--- src/rtl/knight_move_sequencer.sv ---
// rtl/knight_move_sequencer.sv - knight move sweep: board reads, legality check, move stream
// Piece encoding {type[2:0], col[2:0], row[2:0], color}; type 0 = empty, 2 = knight; color 1 = black.

module move_checker_knight (
  input  logic [9:0]  src_piece,
  input  logic [9:0]  dest_piece,
  input  logic [5:0]  dest_sq,
  output logic        valid,
  output logic [15:0] formatted_move
);
  localparam logic [2:0] KNIGHT = 3'd2;
  localparam logic [2:0] EMPTY  = 3'd0;

  logic [2:0] s_col, s_row, d_col, d_row, adc, adr;
  logic       geom, empty, enemy;
  logic [5:0] unused_dest_coords;

  assign s_col = src_piece[6:4];
  assign s_row = src_piece[3:1];
  assign d_col = dest_sq[5:3];
  assign d_row = dest_sq[2:0];
  assign adc   = (s_col > d_col) ? s_col - d_col : d_col - s_col;
  assign adr   = (s_row > d_row) ? s_row - d_row : d_row - s_row;
  assign geom  = ((adc == 3'd1) && (adr == 3'd2)) || ((adc == 3'd2) && (adr == 3'd1));
  assign empty = (dest_piece[9:7] == EMPTY);
  assign enemy = (dest_piece[0] != src_piece[0]);
  // Square coordinates come from the read address, not from the stored piece.
  assign unused_dest_coords = dest_piece[6:1];

  assign valid          = (src_piece[9:7] == KNIGHT) && geom && (empty || enemy);
  assign formatted_move = {2'b00, 1'b0, !empty, s_col, s_row, dest_sq};
endmodule

module knight_move_sequencer #(
  parameter int RD_LAT = 1
) (
  input  logic        clk,
  input  logic        rst_n,
  input  logic        start,
  input  logic        abort,
  input  logic [9:0]  src_piece,
  output logic        rd_en,
  output logic [5:0]  rd_addr,
  input  logic [9:0]  rd_data,
  output logic        move_valid,
  input  logic        move_ready,
  output logic [15:0] move_data,
  output logic        busy,
  output logic        done,
  output logic [3:0]  move_count
);
  localparam logic [2:0] KNIGHT = 3'd2;

  if (RD_LAT != 1) begin : g_rd_lat_check
    $error("knight_move_sequencer supports RD_LAT == 1 only");
  end

  typedef enum logic [2:0] {S_IDLE, S_OFFSET, S_CHECK, S_EMIT, S_DONE} state_t;

  state_t      state_q, state_d;
  logic [2:0]  idx_q, idx_d;
  logic [9:0]  piece_q, piece_d;
  logic [5:0]  dest_q, dest_d;
  logic [15:0] move_data_q, move_data_d;
  logic [3:0]  move_count_q, move_count_d;

  logic [3:0]  off_c, off_r, dcol, drow;
  logic        on_board, adv;
  logic        chk_valid;
  logic [15:0] chk_move;

  move_checker_knight u_checker (
    .src_piece      (piece_q),
    .dest_piece     (rd_data),
    .dest_sq        (dest_q),
    .valid          (chk_valid),
    .formatted_move (chk_move)
  );

  always_comb begin
    off_c = 4'h0;
    off_r = 4'h0;
    case (idx_q)
      3'd0: begin off_c = 4'hF; off_r = 4'h2; end
      3'd1: begin off_c = 4'h1; off_r = 4'h2; end
      3'd2: begin off_c = 4'h2; off_r = 4'h1; end
      3'd3: begin off_c = 4'h2; off_r = 4'hF; end
      3'd4: begin off_c = 4'h1; off_r = 4'hE; end
      3'd5: begin off_c = 4'hF; off_r = 4'hE; end
      3'd6: begin off_c = 4'hE; off_r = 4'hF; end
      default: begin off_c = 4'hE; off_r = 4'h1; end
    endcase
  end

  // 4-bit wrap: negatives and 8/9 both land with bit 3 set.
  assign dcol     = {1'b0, piece_q[6:4]} + off_c;
  assign drow     = {1'b0, piece_q[3:1]} + off_r;
  assign on_board = !dcol[3] && !drow[3];

  always_comb begin
    state_d      = state_q;
    idx_d        = idx_q;
    piece_d      = piece_q;
    dest_d       = dest_q;
    move_data_d  = move_data_q;
    move_count_d = move_count_q;
    rd_en        = 1'b0;
    rd_addr      = 6'd0;
    adv          = 1'b0;

    case (state_q)
      S_IDLE: begin
        if (start) begin
          piece_d      = src_piece;
          idx_d        = 3'd0;
          move_count_d = 4'd0;
          state_d      = S_OFFSET;
        end
      end
      S_OFFSET: begin
        // The type test uses the latched piece, so it takes the first sweep cycle.
        if (piece_q[9:7] != KNIGHT) begin
          state_d = S_DONE;
        end else if (on_board) begin
          rd_en   = 1'b1;
          rd_addr = {dcol[2:0], drow[2:0]};
          dest_d  = {dcol[2:0], drow[2:0]};
          state_d = S_CHECK;
        end else begin
          adv = 1'b1;
        end
      end
      S_CHECK: begin
        if (chk_valid) begin
          move_data_d  = chk_move;
          move_count_d = move_count_q + 4'd1;
          state_d      = S_EMIT;
        end else begin
          adv = 1'b1;
        end
      end
      S_EMIT: begin
        if (move_ready) adv = 1'b1;
      end
      default: state_d = S_IDLE;
    endcase

    if (adv) begin
      if (idx_q == 3'd7) begin
        state_d = S_DONE;
      end else begin
        idx_d   = idx_q + 3'd1;
        state_d = S_OFFSET;
      end
    end

    if (abort && (state_q != S_IDLE)) begin
      state_d      = S_IDLE;
      move_count_d = move_count_q;
      rd_en        = 1'b0;
      rd_addr      = 6'd0;
    end
  end

  always_ff @(posedge clk or negedge rst_n) begin
    if (!rst_n) begin
      state_q      <= S_IDLE;
      idx_q        <= 3'd0;
      piece_q      <= 10'd0;
      dest_q       <= 6'd0;
      move_data_q  <= 16'd0;
      move_count_q <= 4'd0;
    end else begin
      state_q      <= state_d;
      idx_q        <= idx_d;
      piece_q      <= piece_d;
      dest_q       <= dest_d;
      move_data_q  <= move_data_d;
      move_count_q <= move_count_d;
    end
  end

  assign move_valid = (state_q == S_EMIT);
  assign busy       = (state_q != S_IDLE);
  assign done       = (state_q == S_DONE);
  assign move_data  = move_data_q;
  assign move_count = move_count_q;
endmodule

--- config.mk ---
export PLATFORM = sky130hd
export DESIGN_NAME = knight_move_sequencer
export DESIGN_NICKNAME = d
export VERILOG_FILES = /design/src/rtl/knight_move_sequencer.sv
export SDC_FILE = /design/constraint.sdc
export NUM_CORES = 1
export LEC_CHECK = 0
export CORE_ASPECT_RATIO = 0.6
export CORE_MARGIN = 2
export CORE_UTILIZATION = 52
export CTS_CLUSTER_DIAMETER = 100
export DETAILED_ROUTE_END_ITERATION = 10
export PLACE_DENSITY = 0.87
export SKIP_CTS_REPAIR_TIMING = 1
export SLEW_MARGIN = 25
export SYNTH_ARGS = -nofsm -noshare
export SYNTH_HDL_FRONTEND = slang
export SYNTH_SLANG_ARGS = --single-unit
--- constraint.sdc ---
create_clock -name clk -period 4.46 [get_ports clk]
set_input_delay 0.892 -clock clk [delete_from_list [all_inputs] [get_ports clk]]
set_output_delay 0.892 -clock clk [all_outputs]
set_load 0.03 [all_outputs]
==> impl_metrics.json <==
{
  "root_buffer": "clkbuf_8",
  "synth-edff-count": 0,
  "grt_max_degree": 40,
  "worst_setup_path_start_kind": "flop",
  "nets": 391,
  "cts_max_path_buffers": 2,
  "power_leakage_nw": 1.573,
  "grt_overflow_total": 0,
  "drive_above_1_share_pct": 8.284,
  "ys_ff_latch": 39,
  "yosysSeqAreaShare_pct": 35.63,
  "fin_tns_setup_ns": 0,
  "diodes": 0,
  "clock.fmax_mhz": 233.8,
  "start_util_pct": 53.92,
  "cp_max_fo": 6,
  "first_pass_iters": 4,
  "die_area_um2": 5883,
  "remaining_drc_errors": 0,
  "setup_slack_ns": 0.1820,
  "synth.distinct_cells": 58,
  "synthMostInstantiatedCell": "dfrtp_1",
  "place_ws_ns": 0.2766,
  "io_pins": 55,
  "synthTopCellsByArea": "dfrtp_1, ha_1, fa_1",
  "clkLatencyLatePin_ns": 0.30,
  "crit_type": "reg -> out",
  "drt_iter0_drc": 117,
  "r2r_slack_ns": 0.96,
  "hold_class": "reg -> reg",
  "syn_inst": 289,
  "cts_num_sinks": 39,
  "timing.slew.headroom_pct": 41.28,
  "critical_path_arrival_ns": 3.39,
  "outcome": "finished, final reports clean",
  "rsz0062_at_grt": "false",
  "worstPathRequired_ns": 3.57,
  "routabilityCongestion": 0.8514,
  "grt_pass1_vias": 2237,
  "track_usage_pct": 24.07,
  "cts.clk_slew.worst_paths_ns": 0.08,
  "io_buffers": 45,
  "syn_avg_cell_area_um2": 9.477,
  "totalWireLength_um": 6767,
  "final_max_slew_viol_count": 0,
  "fin_hold_ws_ns": 0.5056,
  "synth_async_sr_flop_share_pct": 100.0,
  "yosysWarnings": 0,
  "syn2layout_area_growth_pct": 21.56,
  "power.density_nw_per_um2": 663.4,
  "synth_common_cells": "dfrtp_1, inv_1, nand2_1, o21ai_1, ha_1",
  "skew_ns": 0.007380,
  "rows": 20,
  "synth_top_area_share_pct": 35.63,
  "endpoint_kind": "primary output",
  "setup_viol": 0,
  "numCtsBuffers": 5,
  "grt_antenna_before_repair": 0,
  "final_core_util_pct": 65.54,
  "cts.htree.levels": 2,
  "drv_cap": 0,
  "synth.largest_area_cell": "dfrtp_1",
  "core_um2": 5080,
  "hpwl_um": 4906,
  "die_h_um": 60.22,
  "total_power_w": 0.002209,
  "viasPerCell": 5.847,
  "wire_per_inst_um": 16.75,
  "dr_total_vias": 2362,
  "ir_worst_vdd_mv": 0.2943,
  "grt_pass1_wl_um": 10960,
  "fin_crit_sh_pct": 95.92,
  "netlist_area_um2": 2739,
  "hold_violations": 0,
  "worst_pin_slew_ns": 0.8809,
  "ant_nets": 0,
  "fin_crit_ns": 4.278,
  "cts_tree": "yes",
  "die-width_um": 97.70,
  "ys.flop_type": "dfrtp_1"
}
## cells in the final DEF (no fill, tap or decap), types with 2 or more instances in the layout
cell type / instances
dfrtp_1: 39
clkdlybuf4s50_1: 37
inv_1: 31
nand2_1: 24
o21ai_1: 24
ha_1: 23
nor2_1: 16
a21oi_1: 14
mux2i_1: 10
nand3_1: 9
buf_4: 8
o21ai_0: 7
mux2_2: 6
fa_1: 6
clkbuf_8: 5
and2_1: 4
mux2_1: 4
nor3_1: 3
or3_1: 3
nor2b_1: 3
nand3b_1: 3
a211oi_1: 3
xnor2_1: 3
or4_1: 3
conb_1: 3
a211o_1: 2
and3_1: 2
o211a_1: 2
a32oi_1: 2
or3b_1: 2
a21o_1: 2
xor2_1: 2
o31ai_1: 2
## layer usage
metal | global-route usage [%] | wire length (um) | share of wire [%]
met1 | 34.61 | 3305 | 49
met2 | 37.93 | 2980 | 44
met3 | 5.146 | 441 | 6.5
met4 | 5.357 | 39 | 0.58
met5 | 0 | 0 | 0
## per-stage QoR
stage | cell area, um^2 | cells
floorplan | 2746 | 291
global placement | 3233 | 396
detailed placement | 3233 | 396
CTS | 3318 | 404
global route | 3329 | 404
finish | 3329 | 404
## registers in the layout, indices dropped and copies added, names as in the netlist
signal,count
state_q,3
move_data,13
dest_q,6
idx_q,3
piece_q,10
move_count,4
## worst paths after layout
path	start	to	cells after the start
min reg2reg	move_data[7]$_DFFE_PN0P_	move_data[7]$_DFFE_PN0P_	2
max in group asynchronous	rst_n	move_count[3]$_DFFE_PN0P_	1
max	idx_q[0]$_DFF_PN0_	rd_addr[3]	13
max reg2reg	idx_q[0]$_DFF_PN0_	state_q[0]$_DFFE_PN0P_	12
min	move_data[7]$_DFFE_PN0P_	move_data[7]$_DFFE_PN0P_	2
min in group asynchronous	rst_n	piece_q[2]$_DFFE_PN0P_	1
## worst max-delay path: stages, from the launching register on
cell      delay (ns)
dfrtp_1         0.46
inv_1           0.16
ha_1            0.29
or3_1           0.36
a21oi_1         0.22
inv_1           0.08
ha_1            0.31
a21oi_1         0.18
xnor2_1         0.22
nand3b_1        0.15
nand2b_1        0.19
buf_4           0.17
nor2_1          0.12
buf_4           0.18
## layout make-up
class	count	area [um^2]
tap	66	82.58
timing repair buffer	47	447.9
inverter	31	116.4
sequential	39	975.9
clock inverter	2	12.51
clock buffer	6	72.57
multi-input combinational	213	1622
fill	420	1750
## power by group
group | switching, W | leakage [nW] | internal [W] | total [W]
Combinational | 0.000860 | 1.02 | 0.000568 | 0.00143
Clock | 0.000135 | 0.0412 | 0.000109 | 0.000244
Sequential | 0.0000965 | 0.515 | 0.000441 | 0.000537
Total | 0.00109 | 1.57 | 0.00112 | 0.00221
## cells by family after synthesis
family                   after synthesis  share of synthesized area [%]
AO/OA/AOI/OAI                         74                          18.96
XOR/XNOR                               5                          1.599
adder cells (fa/ha/maj)               29                          14.89
buffers and inverters                 39                          5.756
flip-flops                            39                          35.63
multiplexers                          20                          7.766
other                                  1                         0.1369
AND/OR/NAND/NOR                       82                          15.26
Note: power is estimated with default switching activity, not from simulation.
